[config.mk]
export PLATFORM = sky130hd
export DESIGN_NAME = attack_sequencer
export DESIGN_NICKNAME = d
export VERILOG_FILES = /design/src/rtl/game_pkg.sv /design/src/rtl/btn_edge_detect.sv /design/src/rtl/attack_sequencer.sv
export SDC_FILE = /design/constraint.sdc
export NUM_CORES = 1
export LEC_CHECK = 0
export CAP_MARGIN = 20
export CORE_ASPECT_RATIO = 0.8
export CORE_MARGIN = 4
export CORE_UTILIZATION = 35
export CTS_CLUSTER_SIZE = 20
export DETAILED_ROUTE_END_ITERATION = 10
export PLACE_DENSITY = 0.56
export SLEW_MARGIN = 20
export SYNTH_ARGS = -nofsm -noshare
export SYNTH_HDL_FRONTEND = slang
export SYNTH_SLANG_ARGS = --single-unit
[constraint.sdc]
create_clock -name clk -period 2.8 [get_ports clk]
set_input_delay 0.56 -clock clk [delete_from_list [all_inputs] [get_ports clk]]
set_output_delay 0.56 -clock clk [all_outputs]
set_load 0.005 [all_outputs]
[src/rtl/game_pkg.sv]
// game_pkg: attack phase encoding shared by the sequencer and the renderer/mixer path
package game_pkg;
  typedef enum logic [1:0] {
    PH_NONE     = 2'b00,
    PH_STARTUP  = 2'b01,
    PH_ACTIVE   = 2'b10,
    PH_RECOVERY = 2'b11
  } phase_e;
endpackage

[src/rtl/btn_edge_detect.sv]
// btn_edge_detect: one-cycle pulse on each rising edge of a synchronised level
// Ports: clk, rst (sync active-high), level (input level), rise (1-cycle rise pulse)
module btn_edge_detect (
  input  logic clk,
  input  logic rst,
  input  logic level,
  output logic rise
);
  logic prev_q;
  always_ff @(posedge clk) prev_q <= rst ? 1'b0 : level;
  assign rise = level & ~prev_q;
endmodule

[src/rtl/attack_sequencer.sv]
// attack_sequencer: frame-synchronous NONE->STARTUP->ACTIVE->RECOVERY->NONE attack controller
// Ports: clk, rst (sync active-high), frame_tick (vblank pulse), attack_btn (level),
//   cancel (abort pulse) -> attack_phase, hitbox_active, busy, attack_done (1-cycle pulse)
// Option: ATTACK_BUFFER_EN buffers one press during RECOVERY to chain straight into STARTUP
module attack_sequencer
  import game_pkg::*;
#(
  parameter int CNT_W           = 8,
  parameter int STARTUP_FRAMES  = 4,
  parameter int ACTIVE_FRAMES   = 3,
  parameter int RECOVERY_FRAMES = 6
) (
  input  logic       clk,
  input  logic       rst,
  input  logic       frame_tick,
  input  logic       attack_btn,
  input  logic       cancel,
  output logic [1:0] attack_phase,
  output logic       hitbox_active,
  output logic       busy,
  output logic       attack_done
);
  localparam logic [CNT_W-1:0] LD_S = CNT_W'(STARTUP_FRAMES - 1);
  localparam logic [CNT_W-1:0] LD_A = CNT_W'(ACTIVE_FRAMES - 1);
  localparam logic [CNT_W-1:0] LD_R = CNT_W'(RECOVERY_FRAMES - 1);
  phase_e           phase_q, phase_d;
  logic [CNT_W-1:0] cnt_q, cnt_d;
  logic             pend_q, pend_d, done_q, done_d, hit_q, busy_q, press;
`ifdef ATTACK_BUFFER_EN
  logic             buf_q, buf_d;
`endif
  btn_edge_detect u_edge (.clk(clk), .rst(rst), .level(attack_btn), .rise(press));
  always_comb begin
    phase_d = phase_q;
    cnt_d   = cnt_q;
    pend_d  = pend_q;
    done_d  = 1'b0;
`ifdef ATTACK_BUFFER_EN
    buf_d   = buf_q;
`endif
    if (cancel) begin
      phase_d = PH_NONE;
      cnt_d   = '0;
      pend_d  = 1'b0;
`ifdef ATTACK_BUFFER_EN
      buf_d   = 1'b0;
`endif
    end else if (phase_q == PH_NONE) begin
      if (frame_tick && (pend_q || press)) begin
        phase_d = PH_STARTUP;
        cnt_d   = LD_S;
        pend_d  = 1'b0;
      end else if (press) pend_d = 1'b1;
    end else begin
`ifdef ATTACK_BUFFER_EN
      if (phase_q == PH_RECOVERY && press) buf_d = 1'b1;
`endif
      if (frame_tick) begin
        if (cnt_q != '0) cnt_d = cnt_q - 1'b1;
        else if (phase_q == PH_STARTUP) begin
          phase_d = PH_ACTIVE;
          cnt_d   = LD_A;
        end else if (phase_q == PH_ACTIVE) begin
          phase_d = PH_RECOVERY;
          cnt_d   = LD_R;
        end else begin
          done_d  = 1'b1;
          phase_d = PH_NONE;
`ifdef ATTACK_BUFFER_EN
          // a press landing on the expiry tick itself also chains
          if (buf_q || press) begin
            phase_d = PH_STARTUP;
            cnt_d   = LD_S;
            buf_d   = 1'b0;
          end
`endif
        end
      end
    end
  end
  always_ff @(posedge clk) begin
    if (rst) begin
      phase_q <= PH_NONE;
      cnt_q   <= '0;
      pend_q  <= 1'b0;
      done_q  <= 1'b0;
      hit_q   <= 1'b0;
      busy_q  <= 1'b0;
`ifdef ATTACK_BUFFER_EN
      buf_q   <= 1'b0;
`endif
    end else begin
      phase_q <= phase_d;
      cnt_q   <= cnt_d;
      pend_q  <= pend_d;
      done_q  <= done_d;
      hit_q   <= phase_d == PH_ACTIVE;
      busy_q  <= phase_d != PH_NONE;
`ifdef ATTACK_BUFFER_EN
      buf_q   <= buf_d;
`endif
    end
  end
  assign attack_phase  = phase_q;
  assign hitbox_active = hit_q;
  assign busy          = busy_q;
  assign attack_done   = done_q;
endmodule

# Word-level counts from Yosys, hierarchy flattened
# Cells that the tools add are included.
[classes]
addsub = 1
n_mul = 0
n_div = 0
n_lt_le_gt_ge = 0
n_eq_ne = 4
shifts = 0
muxes = 16
bitwise_logic = 3
n_reduce_logical = 12
[ops]
columns = ["op", "count"]
rows = [
  ["$mux W8", 6],
  ["$mux W2", 7],
  ["$reduce_bool A8 Y1", 1],
  ["$sub A8 B1 Y8 const B", 1],
  ["$reduce_bool A2 Y1", 3],
  ["$reduce_or A6 Y1", 1],
  ["$eq A2 B2 Y1 const B", 2],
  ["$reduce_bool A4 Y1", 1],
  ["$mux W1", 3],
  ["$reduce_and A3 Y1", 1],
  ["$eq A2 B1 Y1 const B", 1],
  ["$logic_not A2 Y1", 1],
  ["$ne A2 B1 Y1 const B", 1],
  ["$not A1 Y1", 2],
  ["$reduce_and A2 Y1", 1],
  ["$reduce_or A2 Y1", 1],
  ["$and A1 B1 Y1", 1],
  ["$logic_and A1 B1 Y1", 1],
  ["$logic_or A1 B1 Y1", 1],
]
[word_totals]
reg_bits = 15
latch_bits = 0
ram_bits = 0
mem_bits_ro = 0
out_inout_bits = 5
wordCells = 43
memories = 0

# Logic depth before layout (Yosys ltp)
[depth]
ltp_word = 8
ltp_mapped = 7
depth_no_buf = 6

# Cells and area by module
# Synthesis repeated with hierarchy kept, for this count alone.
[unflattened]
cells_unflattened = 95
hier_area_um2 = 843.3
[modules_own_cells]
columns = ["mod", "n_inst", "cells_per_inst", "area_per_inst_um2", "seq_area_each_um2"]
rows = [
  ["attack_sequencer", 1, 92, 795.8, 280.3],
  ["btn_edge_detect", 1, 3, 47.5, 20.0],
]

# Least setup slack after synthesis
# OpenSTA, ideal clock, no wires.
[synth_path]
path_kind = "reg-to-reg"
from = "reg phase_q[1] (netlist: attack_phase[1])"
to = "reg cnt_q[6]"
setup_ns = 0.070
t_arrival_ns = 1.785
setup_slack_ns = 0.945
stages_incl_launch_ff = 7
n_path_buf = 0
synth_period_minus_slack_ns = 1.855
cell_sequence = "dfxtp_1 > inv_1 > ha_1 > or2b_2 > nor2_1 > or4_2 > a21oi_1"
[synth_between]
elab_chain_len = 5
elab_cells_between_ends = 11
classes_between = "eq/ne (3); mux (4); reduce/logical (4)"
[synth_rtl]
columns = ["element", "line_no", "rtl"]
rows = [
  ["start: declaration", "attack_sequencer.sv:26", "phase_e phase_q, phase_d;"],
  ["start signal: assignment", "attack_sequencer.sv:93", "phase_q <= phase_d;"],
  ["$eq A2 B1 Y1", "attack_sequencer.sv:60", "else if (phase_q == PH_STARTUP) begin"],
  ["$mux W8", "attack_sequencer.sv:60", ""],
  ["$mux W8", "attack_sequencer.sv:59", "if (cnt_q != '0) cnt_d = cnt_q - 1'b1;"],
  ["$mux W8", "attack_sequencer.sv:58", "if (frame_tick) begin"],
  ["$mux W8", "attack_sequencer.sv:48", "end else if (phase_q == PH_NONE) begin"],
  ["end signal: assignment", "attack_sequencer.sv:94", "cnt_q <= cnt_d;"],
  ["end: declaration", "attack_sequencer.sv:27", "logic [CNT_W-1:0] cnt_q, cnt_d;"],
]
# Several ways; a longest one is shown, not always the timed one. The select of a mux whose other input is x is not followed.
# A chain may end at the register's enable or synchronous reset.

# Worst setup path after layout
[layout_path]
from = "reg phase_q[1] (netlist: attack_phase[1])"
to = "reg cnt_q[5]"
# The elaborated chain is that of the path after synthesis.

==> flow_summary.toml <==
[worst_setup_path]
slowest_delay_ns = 0.65
end_kind = "flip-flop"
cp_num_cells = 6
worst-setup-path-type = "flip-flop to flip-flop"
cp_slowest_cell = "or4_2"
crit_chain = "inv_1 > ha_1 > or2b_2 > nor2_1 > or4_2 > a21oi_1"
critPathArrivalTime_ns = 2.38
r2r_cells = 6
startpoint_type = "flip-flop"
crit_family = "simple AND/OR/NAND/NOR gates"
worst-path-buf-inv = 1
crit_required_ns = 3.04
cp_max_fo = 13

[logic_synthesis]
netlist_top_cells_area = "dfxtp_1 31%, a21oi_1 5.2%, ha_1 5.2%, o31ai_1 3.9%, buf_6 3.5%"
synthArstFlopShare_pct = 0
synth_edf_count = 0
yosysSeqAreaShare_pct = 31.50
synth_top_area_cell = "dfxtp_1"
syn_area_per_cell_sq_um = 9.080
synth-seq-cells = 15
yosysUniqueCellTypes = 43
synth_area_sq_um = 953.4
synth_cells = 105
synth_top_area_share_pct = 31.50
synth_fp_nets = 114
ys.warnings.count = 0
ys.flop_type = "dfxtp_1"

[clocking]
cts_sinks = 15
clk_pin_slew_worst_paths_ns = 0.10
h-tree-depth = 1
clk_latency_ns = 0.30
post_cts_resized = 0
cts_tree = "yes"
ctsHoldBuffers = 0
cts_max_path_buffers = 2
root_buffer = "clkbuf_4"
cts_made_buffers = 3
cts_setup_buffers = 0

[worst_hold_path]
min_path_cells = 2
hp-class = "flip-flop to flip-flop"

[cells_and_area]
syn_to_final_growth_pct = 13.52
final_core_util_pct = 42.91
drive_above_1_share_pct = 14.78
layout_commonest_cell = "dfxtp_1"
antenna_cells = 0
nets = 125
fin_cells = 151
layout_common_cells = "15 x dfxtp_1, 10 x a21oi_1, 9 x clkdlybuf4s50_1, 7 x inv_1, 7 x nor2_1"

[grt]
grt_use_met3_pct = 5.133
met1_usage_pct = 19.95
grtUsageMet2_pct = 19.11
grt_pass1_vias = 755
grt_antenna_before_repair = 0
grt_max_degree = 14
grt_first_pass_wirelength_um = 3663
grt-ovfl-total = 0
grt-busiest-layer = "met1"
grt_use_total_pct = 13.65

[sta]
rsz0062_at_grt = "false"
setup_viol = 0
finalHoldViolCount = 0
drv_slew = 0
skew_ns = 0.002310
tns_ns = 0
max_freq_mhz = 466.3
slew-limit-headroom_pct = 54.90
fin_crit_ns = 2.144
worstMarginPinSlew_ns = 0.6714
worst_slack_ns = 0.6555
min_period_over_period_pct = 76.59

[placement]
dp.cells = 147
io_buffers = 9
dp_slack_ns = 0.4959
place_hpwl_um = 1637
gp_congestion = 0.8522

[power]
vdd_drop_max_mv = 0.2207
p_leak_nw = 0.3949
power_mw = 0.4706
pwr_density_cell_mw_per_mm2 = 434.8

[job]
cap_viol_max_count = 0

[floorplan]
fp.dieW_um = 66.35
ios = 10
start_util_pct = 37.80
die_y_um = 54.68
std_cell_rows = 16
core_area_sq_mm = 0.002522
dieArea_sq_mm = 0.003628

[drt]
routed_wl_um = 2177
drc = 0
via_per_inst = 5.424
routedWlPerCell_um = 14.42
num_vias = 819
drt_pass1_iterations = 4
drt_iter0_drc = 57
postRouteAntennaNets = 0

[outcome]
status = "finished clean"
report_power, final:
part / leakage [nW] / switching (mW) / internal [mW]
clock: 0.0177 / 0.0802 / 0.0533
combinational: 0.255 / 0.0622 / 0.0474
sequential: 0.122 / 0.00712 / 0.220
registers in the layout, summed over array words and instances, names as in the netlist:
signal         flops
attack_done        1
attack_phase       2
busy               1
cnt_q              8
hitbox_active      1
pend_q             1
u_edge.prev_q      1
layout make-up:
class	instances	area [sq um]
inverters	7	26.28
well taps	36	45.04
flip-flops and latches	15	300.3
multi-input cells	79	585.6
fillers	267	1440
clock inverters	1	5.005
repair buffers	10	97.59
clock buffers	3	22.52
cells by family after synthesis:
| logic type | count (synthesis) | synth area share [%] |
|---|---|---|
| simple gates | 41 | 30.32 |
| flops | 15 | 31.50 |
| compound gates | 32 | 23.76 |
| fa+ha+maj | 4 | 5.250 |
| mux | 2 | 2.100 |
| buf+inv | 11 | 7.087 |
cell usage after synthesis, drive strengths merged (3+ instances only):
cell,count
dfxtp,15
or4,5
o31ai,5
nand2,4
a21oi,10
buf,4
inv,7
ha,4
nand3,3
nor2b,4
nor2,7
o21ai,3
a211oi,3
per-layer routing:
layer  wire (um)  vias to the layer above  part of all wire, %
li1            -                      419                    -
met1        1162                      376                   53
met2         832                       22                   38
met3         165                        2                  7.6
met4          16                        0                 0.73
met5           0                        -                    0
path summary, 6_finish.rpt:
kind / startpoint / endpoint / slack [ns]
worst max-delay path: attack_phase[1] / cnt_q[5] / 0.66
worst min-delay path: cnt_q[6] / cnt_q[6] / 0.53
worst max register to register: attack_phase[1] / cnt_q[5] / 0.66
worst min register to register: cnt_q[6] / cnt_q[6] / 0.53
worst reg2reg max path, delay by kind of cell (launching register included):
kind / cells / cell delay, ns
flip-flops: 1 / 0.42
buffers and inverters: 1 / 0.12
AND/OR/NAND/NOR: 3 / 1.03
AO/OA/AOI/OAI: 1 / 0.15
adder cells (fa/ha/maj): 1 / 0.36
metrics by stage:
stage / hold slack [ns] / area [sq um]
detailed placement: 0.5199 / 1055
global route: 0.5577 / 1082
finish: 0.5325 / 1082
CTS: 0.5361 / 1082
global placement: 0.5023 / 1055
floorplan: 0.4755 / 953.4
No activity file was read; power rests on OpenSTA's default activity.
==> variant, RTL diff (same flow settings) <==
`CNT_W`: 8 -> 12.
--- a/src/rtl/attack_sequencer.sv
+++ b/src/rtl/attack_sequencer.sv
@@ -5,7 +5,7 @@
 module attack_sequencer
   import game_pkg::*;
 #(
-  parameter int CNT_W           = 8,
+  parameter int CNT_W           = 12,
   parameter int STARTUP_FRAMES  = 4,
   parameter int ACTIVE_FRAMES   = 3,
   parameter int RECOVERY_FRAMES = 6
Check against the original RTL: same outputs for any inputs over 10 cycles, from zero or initial values and one cycle with rst high; that may be too few to reach the edited logic, so the function may still have changed.
==> variant against the unedited design <==
Global-route usage shrank 2.4 points; worst hold slack lost 0.018 ns; via count grew 15%; non-clock buffer count shrank 1; cell area grew 20%; worst setup slack lost 0.063 ns; count of clock-buffer cells in the layout grew 1; highest routed layer unchanged; core utilization shrank 0.94 points; area after synthesis grew 18%; routed wire length grew 1.6%; sequential cell count grew 4; fmax shrank 2.8%; total power grew 37%.
==> variant: results <==
group,metric,value,unit
power_and_ir_drop,p_leak,0.0004713,uW
grt,grt_pass1_vias,902,
worst_setup_path,cp_top_family,"compound AO/OA/AOI/OAI gates",
timing,whs,0.5145,ns
cells_and_area,largest_reg_flops,12,
routing,viasPerCell,5.322,
worst_setup_path,reg2reg_slack,0.59,ns
run_status,status,"finished clean",
place,dp_cells,173,
clocking,cts_root_buffer,"clkbuf_8",
timing,relSlewSlack,0.5850,
cells_and_area,layout.cells.non_filler,177,
timing,skew,0.001885,ns
power_and_ir_drop,switching_power,188.9,uW
routing,met2RoutedLength,982,um
power_and_ir_drop,power_combinational,162,uW
place,dpl_cell_area,1250,sq um
logic_synthesis,synth.distinct_cells,49,
routing,drtIter0Drc,28,
worst_hold_path,min_from,"cnt_q[4]",
worst_setup_path,r2r_cells,7,
routing,wl_per_cell,12.50,um
worst_setup_path,max_stage_delay,0.51,ns
cells_and_area,fillers,310,
grt,grt_use_met2,0.1832,
grt,grt_pass1_wl,3801,um
worst_setup_path,startpoint,"attack_phase[0]",
clocking,clk_latency,0.25,ns
cells_and_area,fin_nets,148,
power_and_ir_drop,ir_drop,0.3015,mV
logic_synthesis,syn-num-nets,137,
logic_synthesis,synth_seq_area_share,0.3385,
routing,dr_wl_met3,149,um
logic_synthesis,netlist_instances,127,
power_and_ir_drop,powerDensity,496.4,nW/um^2
place,hpwl,1756,um
grt,use_met3,0.03072,
grt,grt_max_degree,13,
## variant: area by class of cell
class	count	area (sq um)	share of cell area
clock buffers	4	45.04	0.03478
repair buffers	9	90.09	0.06957
well taps	40	50.05	0.03865
flip-flops and latches	19	380.4	0.2937
multi-input cells	100	710.7	0.5488
inverters	5	18.77	0.01449
## variant: worst min path at each step
stage,endpoint,cells past startpoint
finish,cnt_q[4],2
global route,cnt_q[4],2
CTS,cnt_q[4],2
detailed placement,cnt_q[4],2
global placement,cnt_q[4],2
floorplan,cnt_q[4],2
## variant: cells by family (layout without fill, tap and decap cells)
kind of cell               Yosys count  count (layout)  share of synthesized area
AOI/OAI and AO/OA                   22              22                     0.1336
xor gates and xnor gates             6               6                    0.04677
adders and majority gates            5               5                    0.05568
buffers and inverters                8              18                    0.02894
DFF                                 19              19                     0.3385
muxes                                3               3                    0.03786
and+or+nand+nor                     64              64                     0.3586
## variant: worst min-delay path, cell delays in order, from the launching register on
cell and delay [ns]:
dfxtp_1 0.34, o31ai_1 0.07, a21oi_1 0.06
